`src/rtl/lcd1602_refresh_ctrl.sv`:
```
`default_nettype none
// ============================================================================
// Module   : lcd1602_refresh_ctrl
// Purpose  : Drives an HD44780-compatible 16x2 character LCD over its 8-bit
//            parallel bus.
//            - After reset it waits, then sends the init command sequence.
//            - On each update request it snapshots both text rows and streams
//              34 bytes: the line-1 address, 16 characters, the line-2
//              address and 16 characters.
// Ports    : clk       - system clock
//            nRst      - synchronous active-low reset
//            row1/row2 - 128-bit row text, [127:120] = column 0 (ASCII)
//            update    - single-cycle refresh request
//            busy      - high during init and during a refresh
//            lcd_rs    - 0 = command, 1 = data
//            lcd_rw    - always 0 (write only)
//            lcd_en    - enable strobe
//            lcd_data  - 8-bit data bus
// Revision : 1.0 - initial release
// ============================================================================
module lcd1602_refresh_ctrl #(
  parameter int unsigned POWERUP_CYCLES = 240000,
  parameter int unsigned EN_CYCLES      = 12,
  parameter int unsigned WAIT_CYCLES    = 600,
  parameter int unsigned CLEAR_CYCLES   = 24000
) (
  input  logic         clk,
  input  logic         nRst,
  input  logic [127:0] row1,
  input  logic [127:0] row2,
  input  logic         update,
  output logic         busy,
  output logic         lcd_rs,
  output logic         lcd_rw,
  output logic         lcd_en,
  output logic [7:0]   lcd_data
);

  // One counter serves every timed interval, so it is sized for the longest.
  localparam int unsigned MAX_AB  = (POWERUP_CYCLES > EN_CYCLES)   ? POWERUP_CYCLES : EN_CYCLES;
  localparam int unsigned MAX_CD  = (WAIT_CYCLES    > CLEAR_CYCLES) ? WAIT_CYCLES    : CLEAR_CYCLES;
  localparam int unsigned MAX_ALL = (MAX_AB > MAX_CD) ? MAX_AB : MAX_CD;
  localparam int          CNT_W   = $clog2(MAX_ALL + 1);

  localparam logic [CNT_W-1:0] PU_LAST  = CNT_W'(POWERUP_CYCLES - 1);
  localparam logic [CNT_W-1:0] EN_LAST  = CNT_W'(EN_CYCLES - 1);
  localparam logic [CNT_W-1:0] WT_LAST  = CNT_W'(WAIT_CYCLES - 1);
  localparam logic [CNT_W-1:0] CLR_LAST = CNT_W'(CLEAR_CYCLES - 1);

  // Top-level controller states
  localparam logic [1:0] ST_POWERUP = 2'd0;
  localparam logic [1:0] ST_INIT    = 2'd1;
  localparam logic [1:0] ST_IDLE    = 2'd2;
  localparam logic [1:0] ST_REFRESH = 2'd3;

  // Byte engine phases
  localparam logic [1:0] BE_SETUP  = 2'd0;
  localparam logic [1:0] BE_STROBE = 2'd1;
  localparam logic [1:0] BE_SETTLE = 2'd2;

  localparam logic [7:0] CMD_LINE1 = 8'h80;
  localparam logic [7:0] CMD_LINE2 = 8'hC0;
  localparam logic [7:0] CMD_CLEAR = 8'h01;

  logic [1:0]       state_q, state_d;
  logic [1:0]       eng_q, eng_d;
  logic [CNT_W-1:0] cnt_q, cnt_d;
  logic [5:0]       idx_q, idx_d;
  logic             pending_q, pending_d;
  logic             busy_q, busy_d;
  logic             rs_q, rs_d;
  logic             rw_q;
  logic             en_q, en_d;
  logic [7:0]       data_q, data_d;
  logic [127:0]     snap1_q, snap1_d;
  logic [127:0]     snap2_q, snap2_d;

  logic             start_ref;
  logic [CNT_W-1:0] settle_last;
  logic             last_byte;

  // Init command ROM: function set, display on, clear, entry mode.
  function automatic logic [7:0] init_cmd(input logic [1:0] i);
    case (i)
      2'd0:    return 8'h38;
      2'd1:    return 8'h0C;
      2'd2:    return CMD_CLEAR;
      default: return 8'h06;
    endcase
  endfunction

  // Column 0 sits in the top byte, so column c is found 15-c bytes up.
  function automatic logic [7:0] col_byte(input logic [127:0] row, input logic [3:0] col);
    return 8'(row >> {~col, 3'b000});
  endfunction

  // The clear command needs a much longer settle time than other bytes.
  assign settle_last = (state_q == ST_INIT && data_q == CMD_CLEAR) ? CLR_LAST : WT_LAST;
  assign last_byte   = (state_q == ST_INIT) ? (idx_q == 6'd3) : (idx_q == 6'd33);

  always_comb begin
    state_d   = state_q;
    eng_d     = eng_q;
    cnt_d     = cnt_q;
    idx_d     = idx_q;
    pending_d = pending_q;
    busy_d    = busy_q;
    rs_d      = rs_q;
    en_d      = en_q;
    data_d    = data_q;
    snap1_d   = snap1_q;
    snap2_d   = snap2_q;
    start_ref = 1'b0;

    // Requests arriving while busy coalesce into one pending refresh.
    if (update && state_q != ST_IDLE) begin
      pending_d = 1'b1;
    end

    case (state_q)
      ST_POWERUP: begin
        if (cnt_q == PU_LAST) begin
          state_d = ST_INIT;
          eng_d   = BE_SETUP;
          cnt_d   = '0;
          idx_d   = 6'd0;
          rs_d    = 1'b0;
          data_d  = init_cmd(2'd0);
          en_d    = 1'b0;
        end else begin
          cnt_d = cnt_q + 1'b1;
        end
      end

      ST_IDLE: begin
        en_d      = 1'b0;
        busy_d    = 1'b0;
        start_ref = update;
      end

      default: begin  // ST_INIT, ST_REFRESH: byte engine active
        case (eng_q)
          BE_SETUP: begin
            eng_d = BE_STROBE;
            en_d  = 1'b1;
            cnt_d = '0;
          end

          BE_STROBE: begin
            if (cnt_q == EN_LAST) begin
              eng_d = BE_SETTLE;
              en_d  = 1'b0;
              cnt_d = '0;
            end else begin
              cnt_d = cnt_q + 1'b1;
            end
          end

          BE_SETTLE: begin
            if (cnt_q != settle_last) begin
              cnt_d = cnt_q + 1'b1;
            end else if (!last_byte) begin
              eng_d = BE_SETUP;
              cnt_d = '0;
              idx_d = idx_q + 6'd1;
              if (state_q == ST_INIT) begin
                rs_d   = 1'b0;
                data_d = init_cmd(idx_q[1:0] + 2'd1);
              end else if (idx_q == 6'd16) begin
                rs_d   = 1'b0;
                data_d = CMD_LINE2;
              end else if (idx_q < 6'd16) begin
                rs_d   = 1'b1;
                data_d = col_byte(snap1_q, idx_q[3:0]);
              end else begin
                // Bytes 18..33 map to row-2 columns 0..15, i.e. idx-17.
                rs_d   = 1'b1;
                data_d = col_byte(snap2_q, idx_q[3:0] - 4'd1);
              end
            end else if (pending_q || update) begin
              // Back-to-back refresh: busy never drops.
              start_ref = 1'b1;
            end else begin
              state_d = ST_IDLE;
              busy_d  = 1'b0;
              cnt_d   = '0;
            end
          end

          default: begin
            eng_d = BE_SETUP;
            cnt_d = '0;
          end
        endcase
      end
    endcase

    if (start_ref) begin
      snap1_d   = row1;
      snap2_d   = row2;
      state_d   = ST_REFRESH;
      eng_d     = BE_SETUP;
      cnt_d     = '0;
      idx_d     = 6'd0;
      rs_d      = 1'b0;
      data_d    = CMD_LINE1;
      en_d      = 1'b0;
      busy_d    = 1'b1;
      pending_d = 1'b0;
    end
  end

  always_ff @(posedge clk) begin
    if (!nRst) begin
      state_q   <= ST_POWERUP;
      eng_q     <= BE_SETUP;
      cnt_q     <= '0;
      idx_q     <= 6'd0;
      pending_q <= 1'b0;
      busy_q    <= 1'b1;
      rs_q      <= 1'b0;
      rw_q      <= 1'b0;
      en_q      <= 1'b0;
      data_q    <= 8'h00;
      snap1_q   <= '0;
      snap2_q   <= '0;
    end else begin
      state_q   <= state_d;
      eng_q     <= eng_d;
      cnt_q     <= cnt_d;
      idx_q     <= idx_d;
      pending_q <= pending_d;
      busy_q    <= busy_d;
      rs_q      <= rs_d;
      rw_q      <= 1'b0;
      en_q      <= en_d;
      data_q    <= data_d;
      snap1_q   <= snap1_d;
      snap2_q   <= snap2_d;
    end
  end

  assign busy     = busy_q;
  assign lcd_rs   = rs_q;
  assign lcd_rw   = rw_q;
  assign lcd_en   = en_q;
  assign lcd_data = data_q;

endmodule
`default_nettype wire

```
`config.mk`:
```
export PLATFORM = sky130hd
export DESIGN_NAME = lcd1602_refresh_ctrl
export DESIGN_NICKNAME = d
export VERILOG_FILES = /design/src/rtl/lcd1602_refresh_ctrl.sv
export SDC_FILE = /design/constraint.sdc
export NUM_CORES = 1
export LEC_CHECK = 0
export BUFFER_PORTS_ARGS = -buffer_cell sky130_fd_sc_hd__buf_2
export CORE_UTILIZATION = 42
export CTS_CLUSTER_DIAMETER = 100
export DETAILED_ROUTE_END_ITERATION = 12
export HOLD_SLACK_MARGIN = 0.1
export SLEW_MARGIN = 40
export SYNTH_ARGS = -nofsm -noshare
export SYNTH_HDL_FRONTEND = slang
export SYNTH_SLANG_ARGS = --single-unit
```
`constraint.sdc`:
```
create_clock -name clk -period 4.3 [get_ports clk]
set_input_delay 1.29 -clock clk [delete_from_list [all_inputs] [get_ports clk]]
set_output_delay 1.29 -clock clk [all_outputs]
set_load 0.01 [all_outputs]
```
Word level (Yosys, flattened, before mapping)
Cells that the tools add are included.
{"block": "totals", "regBits": 296, "in_bits": 259}
{"block": "classes", "n_shift": 2, "n_reduce_logical": 20, "n_lt_le_gt_ge": 1, "bitwise_logic": 5, "add_sub_neg": 4, "n_eq_ne": 29, "n_mux": 57}
{"cell": "128-bit by 7-bit right shift with 8-bit output", "n": 2}
{"cell": "18-bit two-way mux", "n": 5}
{"cell": "18-bit one-hot mux with 2 select lines", "n": 2}
{"cell": "8-bit two-way mux", "n": 8}
{"cell": "6-bit two-way mux", "n": 4}
{"cell": "2-bit two-way mux", "n": 10}
{"cell": "5-bit AND reduction", "n": 4}
{"cell": "18-bit by 1-bit adder with 18-bit output (second input constant)", "n": 1}
{"cell": "18-bit equality test (second input constant)", "n": 1}
{"cell": "18-bit by 4-bit equality test with 1-bit output (second input constant)", "n": 1}
{"cell": "18-bit by 15-bit != test with 1-bit output", "n": 1}
{"cell": "6-bit one-hot mux with 3 select lines", "n": 1}
{"cell": "1-bit two-way mux", "n": 16}
{"cell": "8-bit one-hot mux with 2 select lines", "n": 1}
{"cell": "15-bit two-way mux", "n": 1}
{"cell": "3-bit by 2-bit != test with 1-bit output (second input constant)", "n": 5}
{"cell": "6-bit one-hot mux with 2 select lines", "n": 1}
{"cell": "1-bit one-hot mux with 2 select lines", "n": 5}
{"cell": "8-bit by 1-bit equality test with 1-bit output (second input constant)", "n": 1}
{"cell": "2-bit by 1-bit != test with 1-bit output (second input constant)", "n": 4}
{"cell": "4-bit NOT", "n": 2}
{"cell": "2-bit one-hot mux with 2 select lines", "n": 2}
{"cell": "6-bit by 1-bit adder with 6-bit output (second input constant)", "n": 1}
{"cell": "2-bit by 1-bit equality test with 1-bit output (second input constant)", "n": 3}
{"cell": "23 further kinds", "n": 36}

Depth between registers and ports, before layout
Gate-level depths: netlist of run 1.
{"block": "depth", "ltp_word": 11, "ltp_mapped": 12, "depth_no_buf": 9}

Worst setup path after synthesis of run 1
No wires, ideal clock.
{"block": "synth_path", "path_type": "register to register", "from": "reg idx_q[1]", "to": "reg data_q[0], in the netlist lcd_data[0]", "setup_slack_ns": 0.612, "arrival_ns": 3.557, "path_stages_with_launch": 13, "period_less_slack_ns": 3.688, "setup_time_ns": 0.131, "required_ns": 4.169, "path_cell_list": "dfxtp_1 > clkbuf_1 > clkbuf_1 > clkinv_1 > ha_1 > clkbuf_1 > clkbuf_1 > clkbuf_1 > mux4_2 > mux2i_1 > o22ai_1 > a221oi_1 > o22ai_1"}
{"block": "synth_between", "elab_chain_cells": 10}
{"element": "from (decl)", "line_no": "68", "text": "logic [5:0] idx_q, idx_d;"}
{"element": "from (signal assigned)", "line_no": "231", "text": "idx_q <= idx_d;"}
{"element": "4-bit by 1-bit subtractor with 4-bit output", "line_no": "178", "text": "data_d = col_byte(snap2_q, idx_q[3:0] - 4'd1);"}
{"element": "4-bit NOT", "line_no": "94", "text": "return 8'(row >> {~col, 3'b000});"}
{"element": "128-bit by 7-bit right shift with 8-bit output", "line_no": "94"}
{"element": "8-bit two-way mux", "line_no": "172", "text": "end else if (idx_q < 6'd16) begin"}
{"element": "8-bit two-way mux", "line_no": "169", "text": "end else if (idx_q == 6'd16) begin"}
{"element": "8-bit two-way mux", "line_no": "166", "text": "if (state_q == ST_INIT) begin"}
{"element": "8-bit two-way mux", "line_no": "162", "text": "end else if (!last_byte) begin"}
{"element": "8-bit two-way mux", "line_no": "160", "text": "if (cnt_q != settle_last) begin"}
{"element": "8-bit two-way mux", "line_no": "142", "text": "case (eng_q)"}
{"element": "8-bit one-hot mux with 2 select lines", "line_no": "120", "text": "case (state_q)"}
{"element": "to (signal assigned)", "line_no": "237", "text": "data_q <= data_d;"}
{"element": "to (decl)", "line_no": "74", "text": "logic [7:0] data_q, data_d;"}
Several ways; a longest one is shown, not always the timed one. The select of a mux whose other input is x is not followed.
A chain may end at the register's enable or synchronous reset.

Worst setup path in the final report of run 1
{"block": "layout_path", "from": "reg idx_q[1]", "to": "reg data_q[3], in the netlist lcd_data[3]"}
The elaborated chain is that of the path after synthesis.

==> results of run 1 <==
[worst max-delay path, stage by stage, from the launching register on]
cell	delay [ns]
dfxtp_1	0.33
clkinv_1	0.30
ha_1	0.88
buf_4	0.33
mux4_2	0.36
mux4_2	0.52
a31oi_1	0.22
nand3_1	0.11
o21ai_0	0.08
nor2_1	0.05
[power groups by stage]
stage               Sequential [mW]  Combinational [mW]  Clock (mW)
floorplan                      2.81              0.0497           0
global placement               2.81               0.202           0
detailed placement             2.81               0.199           0
CTS                            2.75               0.200        2.92
global route                   2.75               0.215        3.03
finish                         2.75               0.199        2.87
[routing by layer]
| layer | wire [um] | GRT usage, % |
|---|---|---|
| met5 | 25 | 0 |
| met4 | 1070 | 7.94 |
| met3 | 2220 | 4.56 |
| met2 | 17800 | 38.4 |
| met1 | 17200 | 32.2 |
[logic make-up after synthesis]
family                   count (synthesis)
multiplexers                            89
other                                    1
AO/OA/AOI/OAI                          326
adder cells (fa/ha/maj)                  9
AND/OR/NAND/NOR                        680
XOR/XNOR                                12
flip-flops                             296
buffers and inverters                  134
[worst max-delay path by stage]
stage,start,cells after the start,end,slack [ns]
6_report,idx_q[1],9,lcd_data[3],1.00
5_1_grt,idx_q[1],8,lcd_data[1],0.79
3_3_place_gp,update,7,cnt_q[8],0.96
4_1_cts,idx_q[1],9,lcd_data[3],0.97
3_5_place_dp,update,8,snap2_q[28],0.86
2_1_floorplan,idx_q[1],12,lcd_data[0],0.61
[cell type report]
| type | instances | area share [%] |
|---|---|---|
| antenna | 5 | 0.0794 |
| multi-input combinational | 1117 | 42.2 |
| tap | 396 | 3.15 |
| clock buffer | 48 | 6.12 |
| timing repair buffer | 285 | 9.70 |
| clock inverter | 9 | 0.826 |
| inverter | 9 | 0.294 |
| sequential | 296 | 37.7 |
[through the flow]
step | cell area [sq um] | setup WS [ns] | power (mW)
finish | 15800 | 1.00 | 5.82
global route | 15800 | 0.792 | 6.00
CTS | 15700 | 0.969 | 5.87
detailed placement | 14600 | 0.863 | 3.01
global placement | 14600 | 0.960 | 3.01
floorplan | 13100 | 0.612 | 2.86
[sequential cells by signal, summed over array words and instances, names as in the netlist]
name	cells
lcd_data	8
snap1_q	128
cnt_q	18
idx_q	6
lcd_en	1
eng_q	2
state_q	2
busy	1
snap2_q	128
lcd_rs	1
pending_q	1
[cell usage in the layout, fill, tap and decap left out, types with 4 or more instances in the layout]
cell	instances
nand2_1	546
dfxtp_1	294
buf_2	269
a21oi_1	267
mux4_2	71
clkbuf_16	35
nor2_1	30
nand3_1	22
nor3_1	20
mux2i_1	16
and3_1	12
o21ai_0	12
buf_4	11
o22ai_1	10
ha_1	9
clkbuf_1	9
inv_1	7
nand4_1	7
a31oi_1	7
xnor2_1	7
diode_2	5
nand2b_1	5
or4_1	5
a221o_1	5
xor2_1	5
nor4_1	4
or2_2	4
clkinv_2	4
clkbuf_8	4
==> summary.md, run 1 <==
| Metric | Value |
|---|---|
| Setup fix buffers added after clock tree synthesis | `0` |
| Post-synthesis share of cell area spent on full adders, half adders and majority gates | `0.859%` |
| Startpoint of the lowest-slack hold path | `snap1_q[5]` |
| Largest net degree at the start of global routing | `156` |
| Worst path required time | `4.69 ns` |
| Die outline width | `between 150 and 200 um` |
| Xor/xnor share of the synthesized area | `0.802%` |
| Cts bufs inserted | `34` |
| Post-detailed-route via-to-cell ratio | `5.37` |
| Standard cell core area | `0.0307 sq mm` |
| Cell count after placement | `between 2000 and 2500` |
| Number of global-route vias before repair | `10900` |
| Number of non-filler instances in the completed layout | `~2200` |
| Total global-route track usage | `23.9%` |
| Cell types occupying the most area after synthesis | `dfxtp_1, nand2_1, mux4_2, a21oi_1, clkbuf_1` |
| Destination of the worst register-to-register timing path | `lcd_data[3]` |
| Antenna violations before repair | `8` |
| Iteration count of the initial detailed-routing pass | `5` |
| Hold bufs inserted after CTS | `0` |
| Wire length after detailed routing | `about 38 mm` |
| Area of the die | `0.0319 sq mm` |
| Synth cell types | `63` |
| Half-perimeter wire length after detailed placement | `26.2 mm` |
| Commonest register cell after synthesis | `dfxtp_1` |
| Site row count | `64` |
| Largest fanout on the critical path | `15` |
| Post-Route Utilization | `51.4%` |
| CP endpoint kind | `flip-flop` |
| Number of nets with antenna violations after detailed routing | `0` |
| Design internal power | `4.58 mW` |
| Top cell type's share of synthesized area | `between 40% and 50%` |
| Kind of critical path | `reg2reg` |
| Worst setup slack for register-to-register paths | `about 1.0 ns` |
| Number of warnings reported in the yosys synthesis log | `0` |
| Static leakage | `5.62 nW` |
| Part of the Yosys area used for sequential elements | `between 40% and 50%` |
| Fraction of power consumed by the clock network | `between 40 and 50%` |
| Cells on worst reg2reg path | `9` |
| Compound-cell area share of the yosys netlist | `13.5%` |
| Average detailed-routed wire length per instance | `17.7 um` |
| Count of state elements after synthesis | `296` |
| Final setup violation count | `0` |
| Combinational family with the most area after synthesis | `simple AND/OR/NAND/NOR gates` |
| Top cells by instance count after synthesis | `nand2_1, dfxtp_1, a21oi_1` |
| Number of maximum-capacitance violations | `0` |
| Count of pins on the block boundary | `271` |
| Global-route wire length before repair | `59.1 mm` |
| Final critical path time including I/O delays and setup | `3.30 ns` |
| Storage element area | `a little under 0.006 sq mm` |
| Placer Congestion | `slightly below 0.9` |
| Fraction of layout cells with a size suffix above 1 | `24.1%` |
| Number of buffers on the longest clock path | `3` |
| Slew at the pin with the worst max-slew slack | `0.756 ns` |
| Unrepaired setup endpoints after global routing | `no` |
| Instance count along the most critical hold path | `2` |
| Max frequency | `0.303 GHz` |
| Register share of total power | `47.2%` |
| Startpoint of the worst-slack reg-to-reg timing path | `idx_q[1]` |
| Final global-route overflow total | `0` |
| Most instantiated library cell after synthesis | `nand2_1` |
| Arrival time worst endpoint | `~3.7 ns` |
| Number of enable-type register cells in the synthesized netlist | `0` |
| Syn_nets | `1815` |
| CTS resizes | `0` |
| Reg clk slew, reported paths | `0.06 ns` |
| Final Hold Slack | `0.447 ns` |
| Post-Synth Simple-Gate Area | `21.6%` |
| Via count | `between 10000 and 15000` |
| Library cell with the largest summed area after synthesis | `dfxtp_1` |
| CTS tree | `built` |
| CTS root buffer | `clkbuf_16` |
| Critical Path Source Type | `flip-flop` |
| Share of synthesized area spent on multiplexers | `13.6%` |
| Headroom to the max-slew limit | `49.6%` |
| I/O Buffers | `~270` |
| Status | `finished clean` |
| Peak ir drop on the vdd network | `0.230 mV` |
| Number of sinks on the clock net | `296` |
| Vertical die dimension | `about 180 um` |
| Mean instance size in the synthesized netlist | `between 8 and 9 sq um` |
| Iteration-0 DRC Markers | `1012` |
| Total negative slack | `0 ns` |
| Switch Pwr | `1.24 mW` |
| Switching power as a share of total power | `21.3%` |
| Fillers | `2996` |
| Post-Syn Instances | `about 1500` |
| Hold Path Class | `reg2reg` |
| Final nets | `roughly 2000` |
| Clock Latency Late Sink | `0.51 ns` |
| Worst min-delay path endpoint | `snap1_q[5]` |
| Worst clock skew | `0.0150 ns` |
| DRC violations left | `0` |
| Synth-to-layout area growth | `20.2%` |
| Portion of total power attributed to combinational logic | `3.4%` |
| Count of final max-slew check failures | `0` |
| Share of the clock period used by the worst path after layout | `76.7%` |
| Power per unit of standard cell area | `369 mW/mm^2` |
| Initial Util | `42.7%` |
| Footprint of the multi-input gates | `0.00664 sq mm` |
| Final count of hold timing violations | `0` |
| Cell area after technology mapping | `around 0.013 sq mm` |
| Max H-tree Level | `2` |
| Share of synthesized registers carrying an async set or reset | `0%` |
(Power assumes the default switching activity.)
==> run 2, diff against run 1 <==
- PLACE_DENSITY: not set -> 0.66
- clock period: 4.3 -> 2.7 ns (I/O delays scaled with it)
==> run 2 against run 1 <==
Worst hold slack lost 0.00090 ns. Final cell count grew 2.3%. Routed wire length grew 0.35%. Sequential share of layout area shrank 1.2 points. Register-to-register slack lost 0.93 ns. Die area is the same. First-iteration DRC count shrank 13%. Clock power grew 59%. Critical path type unchanged. Largest cell class unchanged. Largest power group unchanged. Highest routed layer unchanged.
==> summary.md, run 2 (synthesis gave the netlist of run 1 again) <==
| Metric | Value |
|---|---|
| Total negative slack | `0 ns (unchanged)` |
| Placer Congestion | `0.954 (was 0.872)` |
| Post-detailed-route via-to-cell ratio | `5.31 (was 5.37)` |
| Max frequency | `0.380 GHz (was 0.303 GHz)` |
| Post-Route Utilization | `53.0% (was 51.4%)` |
| CP endpoint kind | `flip-flop (unchanged)` |
| Final nets | `2056 (was 2011)` |
| Area of the die | `0.0319 sq mm (unchanged)` |
| Most common cell after layout, fill and taps aside | `nand2_1 (unchanged)` |
| Critical Path Source Type | `flip-flop (unchanged)` |
| Worst Path Buf+Inv | `1 (was 2)` |
| Peak ir drop on the vdd network | `0.428 mV (was 0.230 mV)` |
| Cells on worst reg2reg path | `8 (was 9)` |
| Final setup violation count | `0 (unchanged)` |
| Power after layout | `9.26 mW (was 5.82 mW)` |
| Largest net degree at the start of global routing | `131 (was 156)` |
| Portion of total power attributed to combinational logic | `3.4% (about the same)` |
| Top library cells by usage in the layout, fill and taps aside | `nand2_1, dfxtp_1, buf_2, a21oi_1, mux4_2 (unchanged)` |
| Headroom to the max-slew limit | `58.1% (was 49.6%)` |
| Static leakage | `5.90 nW (was 5.62 nW)` |
| Number of nets with antenna violations after detailed routing | `0 (unchanged)` |
| Switch Pwr | `1.94 mW (was 1.24 mW)` |
| Vertical die dimension | `179 um (unchanged)` |
| Max H-tree Level | `2 (unchanged)` |
| Site row count | `64 (unchanged)` |
| Global-route wire length before repair | `60.2 mm (was 59.1 mm)` |
| Kind of critical path | `reg2reg (unchanged)` |
| Share of the clock period used by the worst path after layout | `97.4% (was 76.7%)` |
| CTS tree | `built (unchanged)` |
| Design internal power | `7.32 mW (was 4.58 mW)` |
| Instance count along the most critical hold path | `2 (unchanged)` |
| Final critical path time including I/O delays and setup | `2.63 ns (was 3.30 ns)` |
| Status | `finished clean (unchanged)` |
| Count of pins on the block boundary | `271 (unchanged)` |
| Reg clk slew, reported paths | `0.06 ns (about the same)` |
| Clock Latency Late Sink | `0.51 ns (about the same)` |
| Worst clock skew | `0.0166 ns (was 0.0150 ns)` |
| Initial Util | `42.7% (unchanged)` |
| DRC violations left | `0 (unchanged)` |
| Half-perimeter wire length after detailed placement | `27.6 mm (was 26.2 mm)` |
| Register share of total power | `47.3% (was 47.2%)` |
| Cts bufs inserted | `34 (unchanged)` |
| Total global-route track usage | `24.3% (was 23.9%)` |
| I/O Buffers | `269 (unchanged)` |
| Number of maximum-capacitance violations | `0 (unchanged)` |
| Average detailed-routed wire length per instance | `17.4 um (was 17.7 um)` |
| Fraction of power consumed by the clock network | `49.3% (was 49.4%)` |
| Final count of hold timing violations | `0 (unchanged)` |
| Hold Path Class | `reg2reg (unchanged)` |
| Storage element area | `0.00593 sq mm (about the same)` |
| Via count | `11800 (was 11600)` |
| Worst setup slack for register-to-register paths | `0.07 ns (was 1.00 ns)` |
| Antenna violations before repair | `10 (was 8)` |
| Count of final max-slew check failures | `0 (unchanged)` |
| Final global-route overflow total | `0 (unchanged)` |
| Largest fanout on the critical path | `9 (was 15)` |
| Number of buffers on the longest clock path | `3 (unchanged)` |
| CTS root buffer | `clkbuf_16 (unchanged)` |
| Power per unit of standard cell area | `570 mW/mm^2 (was 369 mW/mm^2)` |
| Setup fix buffers added after clock tree synthesis | `0 (unchanged)` |
| Launch point of the critical path | `cnt_q[5] (was idx_q[1])` |
| Fillers | `2867 (was 2996)` |
| Iteration-0 DRC Markers | `876 (was 1012)` |
| Destination of the worst register-to-register timing path | `cnt_q[2] (was lcd_data[3])` |
| Worst path required time | `3.10 ns (was 4.69 ns)` |
| Switching power as a share of total power | `20.9% (was 21.3%)` |
| Number of sinks on the clock net | `296 (unchanged)` |
| Worst min-delay path endpoint | `snap1_q[109] (was snap1_q[5])` |
| Iteration count of the initial detailed-routing pass | `5 (unchanged)` |
| Startpoint of the lowest-slack hold path | `snap1_q[109] (was snap1_q[5])` |
| Standard cell core area | `0.0307 sq mm (unchanged)` |
| Hold bufs inserted after CTS | `0 (unchanged)` |
| Fraction of layout cells with a size suffix above 1 | `26.1% (was 24.1%)` |
| Arrival time worst endpoint | `3.03 ns (was 3.69 ns)` |
| Slew at the pin with the worst max-slew slack | `0.629 ns (was 0.756 ns)` |
| Synth-to-layout area growth | `24.0% (was 20.2%)` |
| Die outline width | `179 um (unchanged)` |
| Worst path top cell family by delay | `simple AND/OR/NAND/NOR gates (was adder cells)` |
| Ordered list of cells on the worst path | `nor3_1 -> nand3_2 -> mux2_4 -> or3_4 -> a311oi_2 -> buf_4 -> nor3_4 -> a221o_1 (was clkinv_1 -> ha_1 -> buf_4 -> mux4_2 -> mux4_2 -> a31oi_1 -> nand3_1 -> o21ai_0 -> nor2_1)` |
| Wire length after detailed routing | `38.5 mm (was 38.3 mm)` |
| Number of global-route vias before repair | `11400 (was 10900)` |
| Standard cell with the maximum stage delay on the critical path | `nor3_1 (was ha_1)` |
| Worst stage delay on the critical path | `0.42 ns (was 0.88 ns)` |
| Footprint of the multi-input gates | `0.00666 sq mm (was 0.00664 sq mm)` |
| Biggest regs | `snap1_q (128), snap2_q (128), cnt_q (18) (unchanged)` |
| Startpoint of the worst-slack reg-to-reg timing path | `cnt_q[5] (was idx_q[1])` |
[run 2: changes by cell type in the layout (fill, tap and decap cells not counted), sizes merged]
cell,before,now
buf,285,330
diode,5,7
clkinvlp,0,1
clkinv,6,5
bufinv,3,2
clkbuf,48,52
inv,9,8
[run 2: worst max-delay path by stage]
| stage | to | cells past startpoint |
|---|---|---|
| floorplan | lcd_data[3] | 12 |
| global placement | snap2_q[49] | 8 |
| detailed placement | lcd_data[6] | 8 |
| CTS | lcd_data[5] | 8 |
| global route | snap2_q[120] | 8 |
| finish | cnt_q[2] | 8 |
[run 2: metal layers]
layer / GRT usage [%] / share of wire (%)
met1: 31.7 / 43
met2: 39.0 / 46
met3: 5.56 / 7.3
met4: 9.39 / 3.3
met5: 0 / 0.12
[run 2: area by class of cell]
| type | count | area share (%) |
|---|---|---|
| inverter | 9 | 0.285 |
| tap | 396 | 3.05 |
| clock inverter | 7 | 0.539 |
| antenna | 7 | 0.108 |
| sequential | 296 | 36.5 |
| clock buffer | 52 | 6.29 |
| timing repair buffer | 330 | 12.3 |
| multi-input combinational | 1117 | 41.0 |
[run 2: through the flow]
stage	area, sq um	cells	hold WS, ns	setup WS, ns
after floorplan	13100	1547	0.429	0.0252
after global placement	15000	2146	0.435	-0.0680
after detailed placement	15100	2148	0.440	-0.0244
after CTS	16200	2207	0.447	0.0212
after global routing	16200	2209	0.463	-0.0196
final	16300	2214	0.446	0.0690
[run 2: timing repair]
item                       in CTS  in global routing
gates resized for setup         1                  2
setup endpoints to repair       1                186
pin swaps                       0                  0
[run 2: worst reg2reg max path: stages (launching register included)]
cell and delay [ns]:
dfxtp_1 0.39, nor3_1 0.42, nand3_2 0.14, mux2_4 0.30, or3_4 0.37, a311oi_2 0.27, buf_4 0.21, nor3_4 0.07
a221o_1 0.35
[run 2: power by group through the flow]
| stage | clock, mW | combinational [mW] | sequential [mW] |
|---|---|---|---|
| after floorplan | 0 | 0.0791 | 4.47 |
| after global placement | 0 | 0.315 | 4.47 |
| after detailed placement | 0 | 0.315 | 4.47 |
| after CTS | 4.68 | 0.316 | 4.38 |
| after global routing | 4.86 | 0.342 | 4.37 |
| final | 4.57 | 0.315 | 4.38 |
